===== src/rtl/cordic_pkg.sv =====
// Shared types and constants for the iterative CORDIC sequencer and its stage.
package cordic_pkg;

  localparam int DATA_W    = 16;
  localparam int INT_W     = DATA_W + 2;
  localparam int FRAC_BITS = 14;
  localparam int CORDIC_K  = 9949;
  localparam int ANGLE_MAX = 25736;

  typedef enum logic [1:0] {
    IDLE   = 2'd0,
    ROTATE = 2'd1,
    DONE   = 2'd2
  } state_t;

endpackage


===== src/rtl/cordic_stage.sv =====
// One combinational CORDIC micro-rotation: shift-add/sub on x/y, table step on z.
module cordic_stage
  import cordic_pkg::*;
#(
  parameter int IW = INT_W
) (
  input  logic signed [IW-1:0] x,
  input  logic signed [IW-1:0] y,
  input  logic signed [IW-1:0] z,
  input  logic        [3:0]    k,
  input  logic        [15:0]   atan,
  input  logic                 d,
  output logic signed [IW-1:0] x_next,
  output logic signed [IW-1:0] y_next,
  output logic signed [IW-1:0] z_next
);

  logic signed [IW-1:0] xs_s;
  logic signed [IW-1:0] ys_s;
  logic signed [IW-1:0] at_s;

  // d=1 means a +1 rotation step; the table angle is an unsigned magnitude.
  always_comb begin
    xs_s = x >>> k;
    ys_s = y >>> k;
    at_s = {{(IW-16){1'b0}}, atan};
    if (d) begin
      x_next = x - ys_s;
      y_next = y + xs_s;
      z_next = z - at_s;
    end else begin
      x_next = x + ys_s;
      y_next = y - xs_s;
      z_next = z + at_s;
    end
  end

endmodule


===== src/rtl/cordic_sequencer.sv =====
// Iterative CORDIC controller: one request at a time, ITER micro-rotations against an
// external arctan table. Vectoring (mode/x_in/y_in) is built with CORDIC_VECTOR_MODE_EN.
module cordic_sequencer
  import cordic_pkg::*;
#(
  parameter int ITER = 16,
  parameter int W    = DATA_W
) (
  input  logic         clk,
  input  logic         rst,
  input  logic         in_valid,
  output logic         in_ready,
  input  logic [W-1:0] angle_in,
`ifdef CORDIC_VECTOR_MODE_EN
  input  logic [W-1:0] x_in,
  input  logic [W-1:0] y_in,
  input  logic         mode,
`endif
  output logic         out_valid,
  input  logic         out_ready,
  output logic [W-1:0] cos_out,
  output logic [W-1:0] sin_out,
  output logic [W-1:0] angle_out,
  output logic [3:0]   rom_addr,
  input  logic [15:0]  rom_data,
  output logic         busy
);

  localparam int                   IW     = W + 2;
  localparam logic [3:0]           LAST_K = 4'(ITER - 1);
  localparam logic signed [IW-1:0] AMAX   = IW'(ANGLE_MAX);
  localparam logic signed [IW-1:0] GAIN0  = IW'(CORDIC_K);

  state_t               state_r;
  state_t               state_nxt_s;
  logic [3:0]           k_r;
  logic signed [IW-1:0] x_r, y_r, z_r;
  logic signed [IW-1:0] x_nxt_s, y_nxt_s, z_nxt_s;
  logic signed [IW-1:0] angle_ext_s, clamp_s;
  logic signed [IW-1:0] ld_x_s, ld_y_s, ld_z_s;
  logic [W-1:0]         cos_r, sin_r, angle_r;
  logic                 d_s;
  logic                 accept_s;
  logic                 last_s;
`ifdef CORDIC_VECTOR_MODE_EN
  logic                 mode_r;
  logic signed [IW-1:0] xv_s;
`endif

  // Clip an internal value to the signed W-bit output range.
  function automatic logic [W-1:0] sat_w(input logic signed [IW-1:0] v);
    logic [W-1:0] r;
    if (!v[IW-1] && (v[IW-2:W-1] != '0)) begin
      r = {1'b0, {(W-1){1'b1}}};
    end else if (v[IW-1] && (v[IW-2:W-1] != '1)) begin
      r = {1'b1, {(W-1){1'b0}}};
    end else begin
      r = v[W-1:0];
    end
    return r;
  endfunction

  assign accept_s = (state_r == IDLE) && in_valid;
  assign last_s   = (state_r == ROTATE) && (k_r == LAST_K);

  // Operand load values; rotation requests are limited to +-pi/2 so CORDIC converges.
  always_comb begin
    angle_ext_s = {{2{angle_in[W-1]}}, angle_in};
    if (angle_ext_s > AMAX) begin
      clamp_s = AMAX;
    end else if (angle_ext_s < -AMAX) begin
      clamp_s = -AMAX;
    end else begin
      clamp_s = angle_ext_s;
    end
`ifdef CORDIC_VECTOR_MODE_EN
    xv_s = {{2{x_in[W-1]}}, x_in};
    if (mode) begin
      if (xv_s[IW-1]) begin
        ld_x_s = -xv_s;
      end else begin
        ld_x_s = xv_s;
      end
      ld_y_s = {{2{y_in[W-1]}}, y_in};
      ld_z_s = '0;
    end else begin
      ld_x_s = GAIN0;
      ld_y_s = '0;
      ld_z_s = clamp_s;
    end
`else
    ld_x_s = GAIN0;
    ld_y_s = '0;
    ld_z_s = clamp_s;
`endif
  end

  // Rotation steers z toward zero; vectoring steers y toward zero.
  always_comb begin
`ifdef CORDIC_VECTOR_MODE_EN
    if (mode_r) begin
      d_s = y_r[IW-1];
    end else begin
      d_s = ~z_r[IW-1];
    end
`else
    d_s = ~z_r[IW-1];
`endif
  end

  cordic_stage #(.IW(IW)) u_stage (
    .x      (x_r),
    .y      (y_r),
    .z      (z_r),
    .k      (k_r),
    .atan   (rom_data),
    .d      (d_s),
    .x_next (x_nxt_s),
    .y_next (y_nxt_s),
    .z_next (z_nxt_s)
  );

  // FSM state register.
  always_ff @(posedge clk) begin
    if (rst) begin
      state_r <= IDLE;
    end else begin
      state_r <= state_nxt_s;
    end
  end

  // FSM next state: a request waits in DONE until the result handshake frees IDLE.
  always_comb begin
    state_nxt_s = state_r;
    case (state_r)
      IDLE: begin
        if (in_valid) state_nxt_s = ROTATE;
        else          state_nxt_s = IDLE;
      end
      ROTATE: begin
        if (k_r == LAST_K) state_nxt_s = DONE;
        else               state_nxt_s = ROTATE;
      end
      DONE: begin
        if (out_ready) state_nxt_s = IDLE;
        else           state_nxt_s = DONE;
      end
      default: state_nxt_s = IDLE;
    endcase
  end

  // FSM outputs decoded from the state register.
  always_comb begin
    in_ready  = 1'b0;
    busy      = 1'b0;
    out_valid = 1'b0;
    rom_addr  = 4'd0;
    case (state_r)
      IDLE:    in_ready = 1'b1;
      ROTATE: begin
        busy     = 1'b1;
        rom_addr = k_r;
      end
      DONE:    out_valid = 1'b1;
      default: in_ready = 1'b0;
    endcase
  end

  // Datapath registers: load on accept, one micro-rotation per ROTATE cycle.
  always_ff @(posedge clk) begin
    if (rst) begin
      x_r <= '0;
      y_r <= '0;
      z_r <= '0;
      k_r <= 4'd0;
    end else if (accept_s) begin
      x_r <= ld_x_s;
      y_r <= ld_y_s;
      z_r <= ld_z_s;
      k_r <= 4'd0;
    end else if (state_r == ROTATE) begin
      x_r <= x_nxt_s;
      y_r <= y_nxt_s;
      z_r <= z_nxt_s;
      k_r <= last_s ? 4'd0 : k_r + 4'd1;
    end
  end

`ifdef CORDIC_VECTOR_MODE_EN
  // Mode is captured with the operands and held for the whole request.
  always_ff @(posedge clk) begin
    if (rst) begin
      mode_r <= 1'b0;
    end else if (accept_s) begin
      mode_r <= mode;
    end
  end
`endif

  // Result registers capture the final iteration and hold through DONE and IDLE.
  always_ff @(posedge clk) begin
    if (rst) begin
      cos_r   <= '0;
      sin_r   <= '0;
      angle_r <= '0;
    end else if (last_s) begin
      cos_r   <= sat_w(x_nxt_s);
      sin_r   <= sat_w(y_nxt_s);
      angle_r <= sat_w(z_nxt_s);
    end
  end

  assign cos_out   = cos_r;
  assign sin_out   = sin_r;
  assign angle_out = angle_r;

endmodule


===== config.mk =====
export PLATFORM = sky130hd
export DESIGN_NAME = cordic_sequencer
export DESIGN_NICKNAME = d
export VERILOG_FILES = /design/src/rtl/cordic_pkg.sv /design/src/rtl/cordic_stage.sv /design/src/rtl/cordic_sequencer.sv
export SDC_FILE = /design/constraint.sdc
export NUM_CORES = 1
export LEC_CHECK = 0
export ABC_AREA = 1
export BUFFER_PORTS_ARGS = -buffer_cell sky130_fd_sc_hd__buf_2
export CAP_MARGIN = 10
export CELL_PAD_IN_SITES_DETAIL_PLACEMENT = 0
export CELL_PAD_IN_SITES_GLOBAL_PLACEMENT = 1
export CORE_MARGIN = 8
export CORE_UTILIZATION = 46
export DETAILED_ROUTE_END_ITERATION = 10
export GPL_TIMING_DRIVEN = 1
export HOLD_SLACK_MARGIN = 0.05
export PLACE_DENSITY_LB_ADDON = 0.1
export SLEW_MARGIN = 10
export SYNTH_ARGS = -nofsm -noshare
export SYNTH_HDL_FRONTEND = slang
export SYNTH_HIERARCHICAL = 1
export SYNTH_SLANG_ARGS = --single-unit

===== constraint.sdc =====
create_clock -name clk -period 13 [get_ports clk]
set_clock_uncertainty 0.15 [all_clocks]
set_input_delay 3.9 -clock clk [delete_from_list [all_inputs] [get_ports clk]]
set_output_delay 3.9 -clock clk [all_outputs]
set_load 0.1 [all_outputs]

==> reports/metrics.cfg <==
[logic_synthesis]
ys_warn_count=6
yosys.area.top_type_share_pct=22.5
synth_area_in_compound_gates_pct=17.5
synth_async_sr_flop_share_pct=0
synth_top_cells_by_area=sky130_fd_sc_hd__dfxtp_1 (23%), sky130_fd_sc_hd__nand2_1 (16%), sky130_fd_sc_hd__nand3_1 (11%)
synth.area.mux_share_pct=0
synth-adder-area-share_pct=7.92
number_of_flops_mapped_to_enable_cells_by_yosys=0
ys_types=47
synth_simple_gate_area_share_pct=36.0
synth_area_mm2=0.00961
post-synth-top-area-cell=sky130_fd_sc_hd__dfxtp_1
synth.yosys.seq_area_share_pct=22.5
syn_avg_cell_area_um2=6.32
synthesized_netlist_cell_count=1520
ys_seq_elements=108
synth_nets=1615
synth_ff_type=sky130_fd_sc_hd__dfxtp_1
combinational_family_with_the_most_area_after_synthesis=simple AND/OR/NAND/NOR gates
synth-xor-area-share_pct=7.66

[global_routing]
globalRoute.totalOverflow=0
grt_use_total_pct=23.1
grt_pass1_vias=9640
antenna_found_initial=0
grt_pass1_wl_um=49200
pin_count_of_the_biggest_net_entering_global_routing=50

[cts]
cts-root-to-sink-buffers=2
cts_num_sinks=108
cts-buffers-inserted=9
clkSlewWorstSetupHoldPaths_ns=0.08
cts_root_buffer=sky130_fd_sc_hd__clkbuf_16
cts_setup_buffers=0
cts.repair.resized=0
holdBufCountCts=0
cts_htree_levels=3
tritoncts_clock_tree=built
worstSkewPairLatency_ns=0.36

[power_and_ir_drop]
sw_frac_of_total_pct=50.0
seq_power_share_pct=25.1
peakVddDrop_uv=67.3
power_share_of_the_combinational_group_pct=56.0
leakage_nw=4.98
switching_power_mw=0.758
clkPwrFrac_pct=18.9
internal_power_mw=0.758
power_per_cell_area_mw_per_mm2=146

[floorplanning]
fp-row-count=53
fp.coreArea_mm2=0.0208
fp.dieW_um=161
floorplan.die_area_mm2=0.0258
die-height_um=161
num_io_pins=91
initial_standard_cell_utilization_of_the_core_pct=46.3

[setup_path]
path_delay_family=simple AND/OR/NAND/NOR gates
worst-endpoint-required_ns=13.14
worstPathMaxFanout=15
critPathBufInv=2
worst_setup_path_start_kind=input port
critPathArrivalTime_ns=8.34
critPathMostFrequentCell=sky130_fd_sc_hd__nor3_1
timing.critical_path.slowest_cell_delay_ns=0.87
crit_slowest_cell=sky130_fd_sc_hd__nor2_1
cp-end-kind=register
critPathKind=in2reg
cp_cell_sequence=buf_2 > nor3_1 > nand2_1 > nor3_1 > nand2_1 > nor3_1 > nor2_1 > a21oi_1 > o21ai_0 > xor2_1 > ha_1 > inv_1 > nor3_1 > nand2_1 > o311ai_0 > xor2_1 > nor2_1 > o21ai_0 > a21oi_1

[detailed_routing]
detail_route.first_pass.iterations=5
finalWirelength_um=30300
vias_per_inst=5.45
drtAntennaViolNets=0
dr_total_vias=10000
route.detailed.drc=0
avgRoutedWirePerCell_um=16.5
dr.first_iter.drc_count=761

[cells_and_area]
final_net_count=1657
utilization_pct=50.1
layout_common_cells=sky130_fd_sc_hd__nand2_1 (415), sky130_fd_sc_hd__nand3_1 (206), sky130_fd_sc_hd__a21oi_1 (154)
final_cells=1842
final_common_cell=sky130_fd_sc_hd__nand2_1
insertedDiodeCount=0
layout-drive-gt1-share_pct=11.7
flow.area_growth_from_synthesis_pct=8.23

[status]
status=finished clean

[worst_hold_path]
min_path_type=reg2reg

[timing]
slew_violations=0
worst_slew_margin_rel_pct=27.0
final-hold-violation-count=0
final.period_utilization_pct=63.1
worst_slew_pin_slew_ns=1.09
setup_viol=0
achievable-frequency_ghz=0.122
layout_min_cycle_time_ns=8.20
setup_tns_ns=0
rsz0062_at_grt=no

[placement]
port-buffer-count=90
routabilityCongestion=0.898
placed_insts=1826
dp_hpwl_um=22900

[job]
total_of_max_cap_violations=0

[kinds of logic (layout without fill, tap and decap cells)]
group | count (synthesis) | in the layout
AND/OR/NAND/NOR | 777 | 777
AO/OA/AOI/OAI | 310 | 310
buffers and inverters | 182 | 229
flip-flops | 108 | 108
XOR/XNOR | 84 | 84
adder cells (fa/ha/maj) | 59 | 59
[cell usage after synthesis, types with 4 or more instances]
cell and count:
sky130_fd_sc_hd__nand2_1 415, sky130_fd_sc_hd__nand3_1 206, sky130_fd_sc_hd__a21oi_1 154, sky130_fd_sc_hd__dfxtp_1 108, sky130_fd_sc_hd__inv_1 98, sky130_fd_sc_hd__nor2_1 74, sky130_fd_sc_hd__o21ai_0 64, sky130_fd_sc_hd__ha_1 56
sky130_fd_sc_hd__o21ai_1 53, sky130_fd_sc_hd__xor2_1 53, sky130_fd_sc_hd__xnor2_1 31, sky130_fd_sc_hd__clkbuf_1 28, sky130_fd_sc_hd__nand2_2 24, sky130_fd_sc_hd__buf_2 22, sky130_fd_sc_hd__nand4_1 12, sky130_fd_sc_hd__buf_4 11
sky130_fd_sc_hd__nor3_1 11, sky130_fd_sc_hd__nand3_2 10, sky130_fd_sc_hd__o211ai_1 10, sky130_fd_sc_hd__inv_2 8, sky130_fd_sc_hd__buf_6 7, sky130_fd_sc_hd__nor2_2 7, sky130_fd_sc_hd__o31ai_1 6, sky130_fd_sc_hd__nand2_4 4
sky130_fd_sc_hd__nor2_4 4, sky130_fd_sc_hd__o21bai_1 4
[metrics by stage]
stage                     total power [mW]  hold slack (ns)  cell area, µm²  setup slack [ns]
final                                 1.52            0.315           10400              4.80
after global routing                  1.64            0.331           10400              4.18
after CTS                             1.52            0.317           10400              4.87
after detailed placement              1.23            0.304           10100              4.49
after global placement                1.23            0.300           10100              4.53
after floorplan                       1.01            0.312            9610              5.58
[final cells by class]
cell class                 count  area [µm²]
tap                          275         344
multi-input combinational   1230        6640
fill                        2244       10400
clock buffer                  10         229
sequential                   108        2160
clock inverter                 6        65.1
inverter                     111         422
timing repair buffer         102         541
[path summary, 6_finish.rpt]
| check | to | startpoint | slack [ns] | depth (start not counted) |
|---|---|---|---|---|
| hold reg to reg | cos_out[13] | cos_out[13] | 0.32 | 2 |
| setup reg to reg | sin_out[8] | k_r[1] | 6.51 | 24 |
| setup / recovery | angle_out[3] | rom_data[2] | 4.80 | 19 |
| hold / removal | cos_out[13] | cos_out[13] | 0.32 | 2 |
[worst reg2reg max path: stages (launching register included)]
cell	delay (ns)
sky130_fd_sc_hd__dfxtp_1	0.70
sky130_fd_sc_hd__buf_4	0.39
sky130_fd_sc_hd__inv_2	0.31
sky130_fd_sc_hd__nand3_1	0.26
sky130_fd_sc_hd__nand3_1	0.12
sky130_fd_sc_hd__nand3_1	0.16
sky130_fd_sc_hd__nand2_1	0.18
sky130_fd_sc_hd__ha_1	0.29
sky130_fd_sc_hd__nand3_2	0.10
sky130_fd_sc_hd__nand2_1	0.09
sky130_fd_sc_hd__nand2_2	0.13
sky130_fd_sc_hd__a21oi_1	0.06
sky130_fd_sc_hd__xnor2_1	0.24
sky130_fd_sc_hd__inv_1	0.08
sky130_fd_sc_hd__ha_1	0.35
sky130_fd_sc_hd__nand2_1	0.09
sky130_fd_sc_hd__nor2_1	0.14
sky130_fd_sc_hd__nand4_1	0.16
sky130_fd_sc_hd__o311ai_0	0.95
sky130_fd_sc_hd__inv_1	0.09
sky130_fd_sc_hd__nand3_1	0.11
sky130_fd_sc_hd__nand2_1	0.13
sky130_fd_sc_hd__nor2_1	0.81
sky130_fd_sc_hd__o21ai_0	0.17
sky130_fd_sc_hd__a21oi_1	0.16
[routing by layer]
| layer | GRT usage (%) | vias up | routed length, µm |
|---|---|---|---|
| li1 | - | 5158 | - |
| met1 | 31.0 | 4588 | 14600 |
| met2 | 38.2 | 255 | 13800 |
| met3 | 3.12 | 38 | 1410 |
| met4 | 6.12 | 0 | 554 |
| met5 | 0 | - | 0 |
[state kept, by name, indices dropped and copies added (netlist names)]
| signal | cells |
|---|---|
| x_r | 18 |
| z_r | 18 |
| state_r | 2 |
| angle_out | 16 |
| k_r | 4 |
| sin_out | 16 |
| y_r | 18 |
| cos_out | 16 |
[power groups by stage]
stage                     registers, mW  logic [mW]  clock network (mW)
after global routing              0.383       0.950               0.305
after floorplan                   0.377       0.638                   0
after CTS                         0.380       0.845               0.295
final                             0.380       0.849               0.287
after detailed placement          0.387       0.840                   0
after global placement            0.387       0.843                   0
Power figures use the tool's default switching activity.
